===== config.mk =====
export PLATFORM = sky130hd
export DESIGN_NAME = interval_timer_arbiter
export DESIGN_NICKNAME = d
export VERILOG_FILES = /design/src/rtl/interval_timer_arbiter.sv
export SDC_FILE = /design/constraint.sdc
export NUM_CORES = 1
export LEC_CHECK = 0
export CAP_MARGIN = 20
export CORE_UTILIZATION = 40
export CTS_CLUSTER_SIZE = 16
export DETAILED_ROUTE_END_ITERATION = 7
export PLACE_DENSITY = 0.7
export SLEW_MARGIN = 20
export SYNTH_ARGS = -nofsm -noshare
export SYNTH_HDL_FRONTEND = slang
export SYNTH_SLANG_ARGS = --single-unit

===== constraint.sdc =====
create_clock -name CLK -period 3.2 [get_ports CLK]
set_clock_uncertainty 0.05 [all_clocks]
set_input_delay 0.48 -clock CLK [delete_from_list [all_inputs] [get_ports CLK]]
set_output_delay 0.48 -clock CLK [all_outputs]
set_load 0.01 [all_outputs]

===== src/rtl/interval_timer_arbiter.sv =====
// interval_timer_arbiter: one shared up-counter, granted round-robin to NREQ
// requesters. The owner's interval is loaded, qualified ticks are counted, and
// done pulses to the owner at terminal count before the counter is released.
module interval_timer_arbiter #(
  parameter int NREQ  = 4,
  parameter int WIDTH = 16
) (
  input  logic                    CLK,
  input  logic                    CLR,
  input  logic [NREQ-1:0]         req,
  input  logic [NREQ*WIDTH-1:0]   len,
  input  logic                    tick,
  output logic [NREQ-1:0]         gnt,
  output logic                    busy,
  output logic [NREQ-1:0]         done,
  output logic [WIDTH-1:0]        Q
);

  localparam int IW = (NREQ > 1) ? $clog2(NREQ) : 1;

  typedef enum logic [1:0] {IDLE, LOAD, RUN, DONE} state_t;

  state_t                     st, st_n;
  logic [IW-1:0]              owner, owner_n, ptr, ptr_n, win, owner_nxt;
  logic                       found;
  logic [WIDTH-1:0]           limit, limit_n, cnt_n, cnt_inc;
  logic [NREQ-1:0]            gnt_n, done_n, win_oh, owner_oh;
  logic [NREQ-1:0][WIDTH-1:0] len_a;
  int                         j;

  assign len_a     = len;
  assign win_oh    = NREQ'(1) << win;
  assign owner_oh  = NREQ'(1) << owner;
  assign owner_nxt = (owner == IW'(NREQ-1)) ? '0 : owner + IW'(1);
  assign cnt_inc   = Q + WIDTH'(1);

  // Round-robin pick: first set request at or above ptr, wrapping around.
  always_comb begin
    win   = '0;
    found = 1'b0;
    j     = 0;
    for (int i = 0; i < NREQ; i++) begin
      j = int'(ptr) + i;
      if (j >= NREQ) j = j - NREQ;
      if (!found && req[j]) begin
        found = 1'b1;
        win   = IW'(j);
      end
    end
  end

  // Next-state and next-datapath values; done is a one-cycle pulse by default.
  always_comb begin
    st_n    = st;
    owner_n = owner;
    ptr_n   = ptr;
    limit_n = limit;
    cnt_n   = Q;
    gnt_n   = gnt;
    done_n  = '0;
    case (st)
      IDLE: begin
        if (found) begin
          st_n    = LOAD;
          owner_n = win;
          gnt_n   = win_oh;
        end
      end
      LOAD: begin
        // A dropped request aborts before the interval is even loaded.
        if (!req[owner]) begin
          st_n  = IDLE;
          gnt_n = '0;
          ptr_n = owner_nxt;
        end else begin
          limit_n = len_a[owner];
          cnt_n   = '0;
          if (len_a[owner] == '0) begin
            st_n   = DONE;
            done_n = owner_oh;
          end else begin
            st_n = RUN;
          end
        end
      end
      RUN: begin
        // Abort takes priority over a terminal tick on the same edge.
        if (!req[owner]) begin
          st_n  = IDLE;
          gnt_n = '0;
          ptr_n = owner_nxt;
        end else if (tick) begin
          cnt_n = cnt_inc;
          if (cnt_inc == limit) begin
            st_n   = DONE;
            done_n = owner_oh;
          end
        end
      end
      DONE: begin
        st_n  = IDLE;
        gnt_n = '0;
        ptr_n = owner_nxt;
      end
      default: st_n = IDLE;
    endcase
  end

  // State register.
  always_ff @(posedge CLK or negedge CLR) begin
    if (!CLR) st <= IDLE;
    else      st <= st_n;
  end

  // Datapath and registered outputs; Q holds through IDLE, cleared only in LOAD.
  always_ff @(posedge CLK or negedge CLR) begin
    if (!CLR) begin
      owner <= '0;
      ptr   <= '0;
      limit <= '0;
      Q     <= '0;
      gnt   <= '0;
      done  <= '0;
      busy  <= 1'b0;
    end else begin
      owner <= owner_n;
      ptr   <= ptr_n;
      limit <= limit_n;
      Q     <= cnt_n;
      gnt   <= gnt_n;
      done  <= done_n;
      busy  <= (st_n != IDLE);
    end
  end

endmodule


======== After elaboration in Yosys (flattened, before gate mapping) ========
Index checks and enable logic that the tools add are counted.
storage, ports and cells
  flip-flop bits (word level) ............. 47
  bits in latches ......................... 0
  RAM bits ................................ 0
  memory bits (read-only) ................. 0
  bits of input ports ..................... 71
  output and inout port bits .............. 25
  word-level logic and storage cells ...... 106
  memories ................................ 0
operators by class
  $add $sub $neg .......................... 9
  multipliers ............................. 0
  divide/modulo/power cells ............... 0
  $lt $le $gt $ge ......................... 9
  equal/unequal tests ..................... 10
  shifts and indexed selects .............. 2
  mux-type cells .......................... 51
  bitwise logic cells ..................... 0
  reductions and logical operators ........ 17
operators with widths
  operator                                              number
  < comparator 32 x 4 -> 1 bit (second input constant)  4
  two-way mux 32 bit                                    4
  two-way mux 16 bit                                    4
  binary-select mux 16 bit (select 2 bit)               1
  case mux 16 bit (2 select lines)                      1
  two-way mux 4 bit                                     7
  two-way mux 2 bit                                     11
  adder 16 x 1 -> 16 bit (second input constant)        1
  == test 16 bit                                        1
  logical NOT 16 bit                                    1
  two-way mux 1 bit                                     14
  case mux 4 bit (3 select lines)                       1
  subtractor 3 x 3 -> 4 bit (second input constant)     3
  binary-select mux 1 bit (select 2 bit)                5
  inequality test 2 bit (second input constant)         5
  >= comparator 3 bit (second input constant)           3
  case mux 2 bit (4 select lines)                       1
  case mux 4 bit (2 select lines)                       1
  AND reduction 2 bit                                   4
  << shifter 1 x 2 -> 4 bit (first input constant)      2
  adder 2 x 2 -> 3 bit (second input constant)          2
  == test 2 bit (second input constant)                 3
  nonzero test 2 bit                                    3
  case mux 2 bit (2 select lines)                       1
  other kinds (11)                                      15

======== Logic depth before layout (Yosys ltp) ========
Gate-level depths: netlist of the first run.
  word-level depth ........................ 18
  gate-level depth with buffers ........... 9
  mapped depth without buffers ............ 9

======== Least setup slack after synthesis of the first run ========
Ideal clock, no wire load.
  path kind ............................... register to register
  start ................................... reg Q[1]
  end ..................................... reg busy
  library setup time ...................... 0.069 ns
  data arrival time ....................... 2.228 ns
  required time ........................... 3.081 ns
  slack ................................... 0.853 ns
  stages on the path, launching flop included .. 10
  buffers on the path ..................... 0
  clock period less this slack ............ 2.347 ns
  path through ............................ dfrtp_1 -> ha_1 -> nand4_2 -> nor3_1 -> mux2i_1 -> a21oi_1 -> nor2_1 -> nand3_2 -> a32o_1 -> nand3b_1
between the ends
  longest elaborated chain between the ends .. 7
ends and longest elaborated chain
  item                             line  source
  start, declared                  16    output logic [WIDTH-1:0] Q
  start signal, assigned           129   Q <= cnt_n;
  adder 16 x 1 -> 16 bit           35    assign cnt_inc = Q + WIDTH'(1);
  == test 16 bit                   94    if (cnt_inc == limit) begin
  two-way mux 2 bit                94
  two-way mux 2 bit                92    end else if (tick) begin
  two-way mux 2 bit                88    if (!req[owner]) begin
  case mux 2 bit (4 select lines)  61    case (st)
  nonzero test 2 bit               132   busy <= (st_n != IDLE);
  end signal, assigned             132
  end, declared                    14    output logic busy,
No other way between the ends.
A chain may end at the register's enable or synchronous reset.

======== Worst setup path in the final report of the first run ========
  start ................................... reg Q[0]
  end ..................................... reg busy
The elaborated chain is that of the path after synthesis.

==> summary.md, run 1 <==
| Metric | Value |
|---|---|
| Final ANT Viol Nets | 0 |
| GR Layer Usage met1 | 0.263 |
| Routing usage on met3 | 0.0360 |
| Max Freq | 0.381 GHz |
| Core Util, Final | 0.557 |
| Routability cong. | 0.805 |
| Core ar. | 7730 um^2 |
| Seq pwr share | 0.341 |
| Residual DRC | 0 |
| Leak Pwr | 1.71 nW |
| Die area | 8330 um^2 |
| Max FO, Critical Path | 10 |
| VDD IR max | 0.293 mV |
| Chip Height | 91.3 um |
| Unrepaired setup endpoints after global routing | false |
| Largest delay share family, worst path | simple AND/OR/NAND/NOR gates |
| Placed cell area | 4230 um^2 |
| Critical Path AT | 2810 ps |
| Met2 usage | 0.324 |
| Synth cell types | 57 |
| Power per cell area | 628 nW/um^2 |
| DP HPWL | 5920 um |
| Relative slew margins | 0.601 |
| Worst-margin pin slew | 598 ps |
| Commonest non-fill, non-tap cell in the layout | clkdlybuf4s50_1 |
| I/O pins | 96 |
| CTS root buffer | clkbuf_8 |
| Cell-internal power | 1.70 mW |
| Routed via count | 2685 |
| Status | finished clean |
| Post-cts hold buffer count | 0 |
| Overall power | 2.71 mW |
| Core Rows | 32 |
| Tot GR Track Use | 0.196 |
| Antenna violations before repair | 0 |
| Critical Path Start Type | flop |
| Layout cells sized above 1 | 0.148 |
| Switching Fraction | 0.373 |
| PortBufs | 95 |
| Synthesized instance count | 305 |
| Buf/Inv on CP | 0 |
| Crit path required time | 3380 ps |
| #FFs+latches synth | 47 |
| Initial DRC Count | 157 |
| H-Tree Level Count | 2 |
| Antenna diode instance count | 0 |
| Top_reg_cell synth | dfrtp_1 |
| Setup repair bufs after CTS | 0 |
| Via density | 5.35 |
| Period utilization | 0.821 |
| Drt wl/cell | 14.9 um |
| Vias in the first global route | 2645 |
| Crit path largest cell delay | 580 ps |
| R2R Setup Slk | 570 ps |
| Crit. End Element | flop |
| Post-CTS sizing | 0 |
| Total gr overflow | 0 |
| Busiest layer in global routing | met2 |
| Final Hold Vio Count | 0 |
| FFs w/ async S/R, synth | 1.00 |
| WL final | 7490 um |
| Clock Sinks | 47 |
| Final Cell Area | 4310 um^2 |
| Seq/Total Area, Yosys | 0.369 |
| Comb power frac | 0.539 |
| First-pass GRT wire length | 12900 um |
| CTS tree | built |
| Clock buffer depth | 2 |
| Fin crit period | 2630 ps |
| Synth Cell Area | 3190 um^2 |
| Nets | 482 |
| Final TNS setup | 0 ps |
| Worst min-delay path class | input pin to asynchronous set/reset pin |
| Commonest non-fill, non-tap cells in the layout | 94 x clkdlybuf4s50_1, 47 x dfrtp_1, 32 x nand2_1, 30 x o21ai_0, 20 x nor2_1 |
| Largest net degree at the start of global routing | 48 |
| 1st-pass router iterations | 4 |
| CTS buffer count | 5 |
| Final Slew Violations | 0 |
| NetSw | 1.01 mW |
| Non-Filler Instances | 502 |
| Clock power frac | 0.120 |
| Critical path, cell by cell | ha_1 -> nand4_2 -> nor2_4 -> and4_4 -> xnor2_1 -> nor4_4 -> nand3_2 -> a32o_1 -> nand3b_1 |
| Syn nets | 386 |
| Crit path kind | flop to flop |
| Post-synth EDFFs | 0 |
| Final setup fails | 0 |
| Crit-path slowest cell | dfrtp_1 |
| Placed Instances | 496 |
| Clk slew on worst S/H paths | 80 ps |
| Initial Utilization | 0.412 |
| Area growth syn-to-layout | 35.2% |
| Yosys warns | 0 |
| Clk Latency, worst-skew pair | 290 ps |
| Maxcap violations | 0 |
| Avg Synthesized Cell Area | 10.4 um^2 |
| Die X | 91.3 um |
-- kinds of logic (layout without fill, tap and decap cells) --
logic type | Yosys count | in the layout | share of synthesized area
AO/OA/AOI/OAI | 63 | 63 | 0.121
flip-flops | 47 | 47 | 0.369
adder cells (fa/ha/maj) | 10 | 10 | 0.0393
buffers and inverters | 23 | 118 | 0.0369
multiplexers | 37 | 37 | 0.190
AND/OR/NAND/NOR | 103 | 103 | 0.184
XOR/XNOR | 22 | 22 | 0.0605
-- state kept, by name, indices dropped and copies added, names as in the netlist --
name   flops
limit     16
st         2
busy       1
ptr        2
owner      2
Q         16
done       4
gnt        4
-- metal layers --
layer  vias to the layer above  part of all wire
met4                         0             0.012
li1                       1315                 -
met1                      1278              0.46
met3                         6             0.044
met2                        86              0.48
met5                         -                 0
-- cell type report --
cell class                 count  area (um^2)
clock buffer                   6         72.6
sequential                    47         1180
fill                         683         3420
inverter                      10         37.5
tap                          102          128
timing repair buffer         102         1000
multi-input combinational    235         1890
-- power groups by stage --
| stage | Clock [mW] | Combinational (mW) | Sequential [mW] |
|---|---|---|---|
| after detailed placement | 0 | 1.47 | 0.934 |
| final | 0.326 | 1.46 | 0.921 |
| after global routing | 0.365 | 1.62 | 0.949 |
| after CTS | 0.340 | 1.47 | 0.923 |
| after global placement | 0 | 1.44 | 0.929 |
| after floorplan | 0 | 1.10 | 0.903 |
-- cell usage after synthesis, types with 2 or more instances --
library cell | count | area share
clkbuf_1 | 3 | 0.0035
mux2i_1 | 2 | 0.0063
mux2_2 | 18 | 0.064
nor2_1 | 20 | 0.024
o21ai_0 | 30 | 0.047
and2_1 | 8 | 0.016
buf_6 | 2 | 0.0071
o22ai_1 | 2 | 0.0039
nor3_1 | 2 | 0.0031
nand3b_1 | 2 | 0.0047
o31ai_1 | 10 | 0.024
xor2_1 | 8 | 0.022
nand2b_1 | 2 | 0.0039
inv_1 | 10 | 0.012
a21oi_1 | 8 | 0.013
mux4_2 | 17 | 0.12
and2_0 | 2 | 0.0039
nand4_1 | 4 | 0.0079
buf_4 | 3 | 0.0071
xnor2_1 | 14 | 0.038
nand3_1 | 6 | 0.0094
nand2_1 | 32 | 0.038
buf_2 | 3 | 0.0047
nor4_1 | 5 | 0.0098
o41ai_1 | 2 | 0.0055
dfrtp_1 | 47 | 0.37
and3_1 | 4 | 0.0079
ha_1 | 10 | 0.039
-- worst paths after layout --
path / startpoint / to / depth (start not counted)
worst max-delay path: Q[0]$_DFFE_PN0P_ / busy$_DFF_PN0_ / 9
worst min-delay path: CLR / Q[14]$_DFFE_PN0P_ / 1
worst max register to register: Q[0]$_DFFE_PN0P_ / busy$_DFF_PN0_ / 9
worst min register to register: gnt[1]$_DFFE_PN0P_ / gnt[1]$_DFFE_PN0P_ / 2
max in group asynchronous: CLR / done[3]$_DFF_PN0_ / 1
min in group CLK: gnt[1]$_DFFE_PN0P_ / gnt[1]$_DFFE_PN0P_ / 2
-- metrics by stage --
| step | hold slack (ps) | worst slack, ps |
|---|---|---|
| floorplan | 134 | 853 |
| global placement | 414 | 516 |
| detailed placement | 422 | 493 |
| CTS | 350 | 549 |
| global route | 175 | 384 |
| finish | 133 | 574 |
-- worst register-to-register path, stage by stage, from the launching register on --
cell	delay, ps
dfrtp_1	580
ha_1	370
nand4_2	200
nor2_4	210
and4_4	250
xnor2_1	100
nor4_4	270
nand3_2	140
a32o_1	290
nand3b_1	90
Note: power is estimated with default switching activity, not from simulation.
==> run 2: changes to the inputs <==
Settings changed: PLACE_DENSITY 0.7 to 0.72.
Clock period 3.2 ns to 2.2 ns, I/O delays scaled along.
==> summary.md, run 2 (synthesis gave the netlist of run 1 again) <==
| Metric | Value |
|---|---|
| Routability cong. | 0.838 |
| Antenna diode instance count | 0 |
| CTS root buffer | clkbuf_8 |
| Critical Path Start Type | flop |
| H-Tree Level Count | 2 |
| Post-Place Setup Slack | -216 ps |
| Crit-path slowest cell | mux4_2 |
| Die X | 91.3 um |
| Tot GR Track Use | 0.218 |
| Final ANT Viol Nets | 0 |
| Final Hold Vio Count | 0 |
| Final Slew Violations | 0 |
| Routed via count | 2966 |
| Crit path largest cell delay | 560 ps |
| WL final | 8670 um |
| Setup WS post-layout | -14.3 ps |
| Clk Latency, worst-skew pair | 300 ps |
| Nets | 528 |
| Final Cell Area | 4790 um^2 |
| R2R Setup Slk | -10 ps |
| Final setup fails | 3 |
| Clock Sinks | 47 |
| CTS buffer count | 5 |
| Max Freq | 0.452 GHz |
| Largest delay share family, worst path | simple AND/OR/NAND/NOR gates |
| Maxcap violations | 0 |
| Via density | 5.39 |
| Unrepaired setup endpoints after global routing | true |
| CTS tree | built |
| Die area | 8330 um^2 |
| Critical Path AT | 2400 ps |
| Drt wl/cell | 15.8 um |
| Buf/Inv on CP | 1 |
| Relative slew margins | 0.596 |
| Chip Height | 91.3 um |
| Reg2Reg Depth | 7 |
| PortBufs | 95 |
| First-pass GRT wire length | 14300 um |
| Commonest non-fill, non-tap cells in the layout | 94 x clkdlybuf4s50_1, 49 x buf_4, 43 x dfrtp_1, 31 x nand2_1, 29 x o21ai_0 |
| Leak Pwr | 1.96 nW |
| Placed cell area | 4600 um^2 |
| Residual DRC | 0 |
| Core Util, Final | 0.620 |
| Clock buffer depth | 2 |
| Largest net degree at the start of global routing | 48 |
| Worst min-delay path class | input pin to asynchronous set/reset pin |
| Worst-margin pin slew | 606 ps |
| Failing checks | negative setup slack |
| Commonest non-fill, non-tap cell in the layout | clkdlybuf4s50_1 |
| Period utilization | 1.01 |
| Antenna violations before repair | 0 |
| Area growth syn-to-layout | 50.3% |
| I/O pins | 96 |
| Top flop regs | Q: 16 flops, limit: 16 flops |
| Overall power | 4.47 mW |
| Vias in the first global route | 3018 |
| Core ar. | 7730 um^2 |
| Final TNS setup | -29.5 ps |
| Critical path, cell by cell | buf_12 -> mux4_2 -> nor4_4 -> and3_4 -> nand3_4 -> a32o_2 -> nand3b_1 |
| VDD IR max | 0.471 mV |
| Status | complete, but fails checks |
| DP HPWL | 6750 um |
| Critical R2R Capture | busy$_DFF_PN0_ |
| 1st-pass router iterations | 7 |
| Total gr overflow | 0 |
| Clk slew on worst S/H paths | 80 ps |
| Initial Utilization | 0.412 |
| Crit path kind | flop to flop |
| R2R Path Start | owner[0]$_DFFE_PN0P_ |
| Fin crit period | 2210 ps |
| Power per cell area | 934 nW/um^2 |
| Core Rows | 32 |
| Crit path required time | 2380 ps |
| Max FO, Critical Path | 10 |
| Initial DRC Count | 190 |
| Crit. End Element | flop |
| Layout cells sized above 1 | 0.275 |
==> run 2: through the flow <==
step	hold slack (ps)	std cells
after floorplan	-15.6	305
after global placement	409	540
after detailed placement	417	540
after CTS	87.1	550
after global routing	137	550
final	59.2	550
==> run 2: final cells by class <==
cell class | instances | area (um^2)
clock inverter | 1 | 5.00
tap | 102 | 128
fill | 645 | 2940
clock buffer | 7 | 76.3
inverter | 10 | 37.5
sequential | 47 | 1180
multi-input combinational | 235 | 1980
timing repair buffer | 148 | 1380
==> run 2: worst max path at each step <==
stage,from,to,slack [ps],depth (start not counted)
after floorplan,Q[0]$_DFFE_PN0P_,busy$_DFF_PN0_,10,9
after global placement,len[41],busy$_DFF_PN0_,-160,7
after detailed placement,len[57],busy$_DFF_PN0_,-220,7
after CTS,owner[0]$_DFFE_PN0P_,busy$_DFF_PN0_,-50,9
after global routing,Q[3]$_DFFE_PN0P_,done[2]$_DFF_PN0_,-130,8
final,owner[0]$_DFFE_PN0P_,busy$_DFF_PN0_,-10,7
==> run 2: routing by layer <==
layer	wire (um)	vias to the layer above	share of wire	track usage
met4	141	0	0.016	0.0635
li1	-	1411	-	-
met1	3640	1411	0.42	0.281
met2	4430	131	0.51	0.383
met5	0	-	0	0
met3	456	13	0.053	0.0251
==> run 2: repair_timing <==
item / in CTS / in global routing
setup endpoints to repair: 6 / 32
gates resized for setup: 8 / 14
pin swaps: 9 / 6
setup buffers: 1 / 0
cloned: 1 / 1
hold buffers: 0 / 0
==> run 2: worst register-to-register path: cells and delay by family, from the launching register on <==
| family | cells | cell delay (ps) |
|---|---|---|
| simple gates | 4 | 700 |
| mux | 1 | 560 |
| flops | 1 | 420 |
| compound gates | 1 | 270 |
| buf+inv | 1 | 160 |
==> run 2: power breakdown <==
| group | internal, mW | switching (mW) |
|---|---|---|
| combinational | 1.40 | 1.19 |
| clock | 0.224 | 0.284 |
| sequential | 1.13 | 0.247 |
==> run 3: changes to the inputs <==
Settings changed: CAP_MARGIN 20 to 15.
==> results of run 3 <==
No change in the layout: final DEF, timing and power equal those of run 2.
==> variant 1: new RTL, settings of run 3 <==
Re-encode `state_t` (4 states) as Gray code, 2 bits wide.
--- a/src/rtl/interval_timer_arbiter.sv
+++ b/src/rtl/interval_timer_arbiter.sv
@@ -20,3 +20,3 @@
 
-  typedef enum logic [1:0] {IDLE, LOAD, RUN, DONE} state_t;
+  typedef enum logic [1:0] {IDLE = 2'b00, LOAD = 2'b01, RUN = 2'b11, DONE = 2'b10} state_t;
 
Behaviour: same outputs for any inputs over 4 cycles, from zero or initial values; so few cycles prove little.
==> variant 1 against run 3 <==
Total power down 0.17%. Wire length grew 2.2%. Sequential cell count unchanged. Worst setup slack improved by 49 ps. Via count shrank 0.64%. Non-clock buffer count decreased by 9. Count of clock-buffer cells in the layout decreased by 1. Synthesized cell count fell by 2.0%. Global-route usage down 0.52 points. Die area grew 0.76%. Synthesized area increased by 0.79%. Final area fell by 1.0%. Critical path type unchanged. Critical endpoint is now done[0]$_DFF_PN0_. Largest power group unchanged.
==> variant 1: results (changes against run 3) <==
| Metric | Value |
|---|---|
| DR WL met3 | 536 um (was 456 um) |
| Syn_nets | 375 (was 386) |
| First-pass GRT wire length | 14100 um (was 14300 um) |
| Hold_sp | gnt[0]$_DFFE_PN0P_ |
| Crit path max fanout | 8 (was 10) |
| Class of the worst hold path | flop to flop (was input pin to async pin) |
| DP HPWL | 6810 um (was 6750 um) |
| Hold_ws | 433 ps (was 59.2 ps) |
| Max rail drop VDD | 0.449 mV (was 0.471 mV) |
| Placement Cell Area | 4490 sq um (was 4600 sq um) |
| Crit path to | done[0]$_DFF_PN0_ (was busy$_DFF_PN0_) |
| PnR worst setup slack | 34.2 ps (was -14.3 ps) |
| WL/cell | 16.8 um (was 15.8 um) |
| Post-synth cell types | 56 (was 57) |
| Met2 WL | 4330 um (was 4430 um) |
| Share of cells above drive strength 1 | 0.259 (was 0.275) |
| Gr ovfl total | 0 (unchanged) |
| Final Net Count | 501 (was 528) |
| Slew HR | 0.660 (was 0.596) |
| Global Route met2 Usage | 0.341 (was 0.383) |
| Layout fillers | 635 (was 645) |
| Proportion of synthesized area in mux cells | 0.189 (was 0.190) |
| Met1 Use GR | 0.301 (was 0.281) |
| Sequential area share after synthesis | 0.366 (was 0.369) |
| Count of cells along the worst register-to-register path | 6 (was 7) |
| Synth Area in Compound Gates | 0.140 (was 0.121) |
| CP max stage cell | dfrtp_1 (was mux4_2) |
| Met1 WL | 3860 um (was 3640 um) |
| Status | finished clean (was complete, but fails checks) |
| Gr usage total | 0.212 (was 0.218) |
| Pre-CTS WS | -128 ps (was -216 ps) |
| Slowest Stage Delay on Critical Path | 520 ps (was 560 ps) |
| P_leak | 0.00192 uW (was 0.00196 uW) |
| Iter 0 DRT Violations | 231 (was 190) |
| Routed vias/inst | 5.59 (was 5.39) |
| Grt met3 use | 0.0285 (was 0.0251) |
| GP Congestion | 0.912 (was 0.838) |
| Reg2Reg Setup Slack | 30 ps (was -10 ps) |
| Vias in the first global route | 2810 (was 3018) |
| Post-Synth XOR/XNOR Area | 0.0647 (was 0.0605) |
| Setup crit start | Q[9]$_DFFE_PN0P_ (was owner[0]$_DFFE_PN0P_) |
==> variant 1: report_power, final <==
| group | internal, uW | leakage (uW) | switching, uW | total, uW |
|---|---|---|---|---|
| sequential | 1130 | 0.000602 | 248 | 1380 |
| combinational | 1410 | 0.00127 | 1120 | 2540 |
| clock | 248 | 0.0000470 | 302 | 550 |
==> variant 1: area by class of cell <==
class	instances	area (sq um)	area share
inverter	7	30.0	0.00634
timing repair buffer	139	1360	0.287
clock inverter	1	5.00	0.00106
clock buffer	6	82.6	0.0174
multi-input combinational	225	1950	0.412
tap	102	128	0.0269
sequential	47	1180	0.249
==> variant 1: stage by stage <==
step	std cells	setup TNS [ps]
after floorplan	299	0
after global placement	514	-951
after detailed placement	514	-2000
after CTS	522	0
after global routing	527	-456
final	527	0
==> variant 1: timing repair <==
action / CTS / global route
gates cloned: 0 / 1
hold endpoints to repair: 47 / 0
resized for setup: 1 / 25
pin swaps: 0 / 8
buffers inserted: 0 / 4
hold buffers: 1 / 0
endpoints found under the setup margin: 1 / 8
==> variant 2: new RTL, flow settings as in run 3 <==
Made on the original files. Set the parameter `WIDTH` to 12 (it was 16).
--- a/src/rtl/interval_timer_arbiter.sv
+++ b/src/rtl/interval_timer_arbiter.sv
@@ -5,3 +5,3 @@
   parameter int NREQ  = 4,
-  parameter int WIDTH = 16
+  parameter int WIDTH = 12
 ) (
Ports: changed (resized Q and len); port bits go from 96 to 76. No check against the original RTL was run, so the function may have changed too.
==> variant 2 against run 3 <==
Synthesized area is 18% lower. Sequential cell count decreased by 8. Core utilization down 0.70 points. Total power decreased by 13%. Cell count is 21% lower. Wire length fell by 23%. Final area down 19%. Worst setup slack gained 30 ps. Critical path type unchanged.
==> variant 2: results (changes against run 3) <==
| Metric | Value |
|---|---|
| Crit path max fanout | 2 (was 10) |
| Final Net Count | 418 (was 528) |
| Largest net degree at the start of global routing | 40 (was 48) |
| DR WL met3 | 317 um (was 456 um) |
| Synth Area in Adders | 0.0430 (was 0.0393) |
| WL/cell | 15.5 um (was 15.8 um) |
| Sequential area share after synthesis | 0.372 (was 0.369) |
| Count of cells along the worst register-to-register path | 7 (unchanged) |
| Post-Synth XOR/XNOR Area | 0.0592 (was 0.0605) |
| CTS Buf Count | 5 (unchanged) |
| Measured slew at the worst slew-check pin | 876 ps (was 606 ps) |
| Mean Syn Cell Area | 10.7 sq um (was 10.4 sq um) |
| First-pass DRT Iterations | 6 (was 7) |
| Logic pwr share | 0.573 (was 0.579) |
| Gr usage total | 0.205 (was 0.218) |
| Met1 Use GR | 0.264 (was 0.281) |
| P_int | 2450 uW (was 2750 uW) |
| Root Buffer | clkbuf_8 (unchanged) |
| DP HPWL | 5150 um (was 6750 um) |
| Proportion of synthesized area in mux cells | 0.181 (was 0.190) |
| Initial antenna violation count | 0 (unchanged) |
| Met2 WL | 3440 um (was 4430 um) |
| Register share of total power | 0.289 (was 0.307) |
| Leading post-synthesis cells by cell area | dfrtp_1, mux4_2, mux2_2, ha_1, nand2_1 (was dfrtp_1, mux4_2, mux2_2, o21ai_0, ha_1) |
| Share of cells above drive strength 1 | 0.270 (was 0.275) |
| Grt met3 use | 0.0427 (was 0.0251) |
| Status | finished clean (was complete, but fails checks) |
| Slowest Stage Delay on Critical Path | 420 ps (was 560 ps) |
| Biggest regs | Q (12), limit (12) (was Q (16), limit (16)) |
| Top cells by count, synth | dfrtp_1, nand2_1, nor2_1 (was dfrtp_1, nand2_1, o21ai_0) |
| H-tree depth | 2 (unchanged) |
| P_leak | 0.00161 uW (was 0.00196 uW) |
| Met1 WL | 2860 um (was 3640 um) |
| First-pass GRT wire length | 11400 um (was 14300 um) |
| Synth Area in Compound Gates | 0.126 (was 0.121) |
| Reg2Reg Setup Slack | 20 ps (was -10 ps) |
| Global Route met2 Usage | 0.352 (was 0.383) |
| Pre-CTS WS | -143 ps (was -216 ps) |
| Period Utilization, post-route | 0.993 (was 1.01) |
| Top Metal Used | met4 (unchanged) |
| Vias in the first global route | 2403 (was 3018) |
| Worst skew pair latency | 290 ps |
| Diodes inserted | 0 (unchanged) |
| Routed vias/inst | 5.35 (was 5.39) |
| CP max stage cell | dfrtp_1 (was mux4_2) |
| Syn_nets | 309 (was 386) |
| Post-synth cell types | 51 (was 57) |
| Residual DRC count | 0 (unchanged) |
| P_sw | 1440 uW (was 1720 uW) |
| Worst R2R End | busy$_DFF_PN0_ (unchanged) |
| CTS Buffer Depth | 2 (unchanged) |
| Class of the worst hold path | input pin to async pin (unchanged) |
| IO buf count | 75 (was 95) |
| Reg2reg start | Q[1]$_DFFE_PN0P_ (was owner[0]$_DFFE_PN0P_) |
| Iter 0 DRT Violations | 97 (was 190) |
| Async S/R FF share, synth | 1.00 (unchanged) |
| Via count | 2313 (was 2966) |
| Max rail drop VDD | 0.464 mV (was 0.471 mV) |
| GP Congestion | 0.831 (was 0.838) |
variant 2: changes by cell type in the layout (fill, tap and decap cells not counted), moves of 4 or more:
cell / run 3 / this run
xor2_1: 8 / 4
and2_1: 7 / 0
mux4_2: 17 / 12
clkdlybuf4s50_1: 94 / 74
buf_4: 49 / 33
nand2_1: 31 / 25
o21ai_1: 2 / 9
dfrtp_1: 43 / 36
o21ai_0: 29 / 14
xnor2_1: 14 / 8
mux2_2: 18 / 14
variant 2: layout make-up:
type                       count  area [sq um]
multi-input combinational    186          1600
timing repair buffer         112          1070
inverter                      10          37.5
sequential                    39           980
fill                         524          2460
clock buffer                   8           100
tap                           77          96.3
variant 2: what timing repair did:
| action | CTS | global route |
|---|---|---|
| setup buffers | 3 | 0 |
| pin swaps | 4 | 8 |
| setup endpoints to repair | 6 | 6 |
| gates resized for setup | 5 | 8 |
variant 2: metrics by stage:
stage	instance area, sq um	hold WS (ps)
global route	3890	178
CTS	3830	146
global placement	3680	432
finish	3890	102
detailed placement	3680	431
floorplan	2620	-15.6
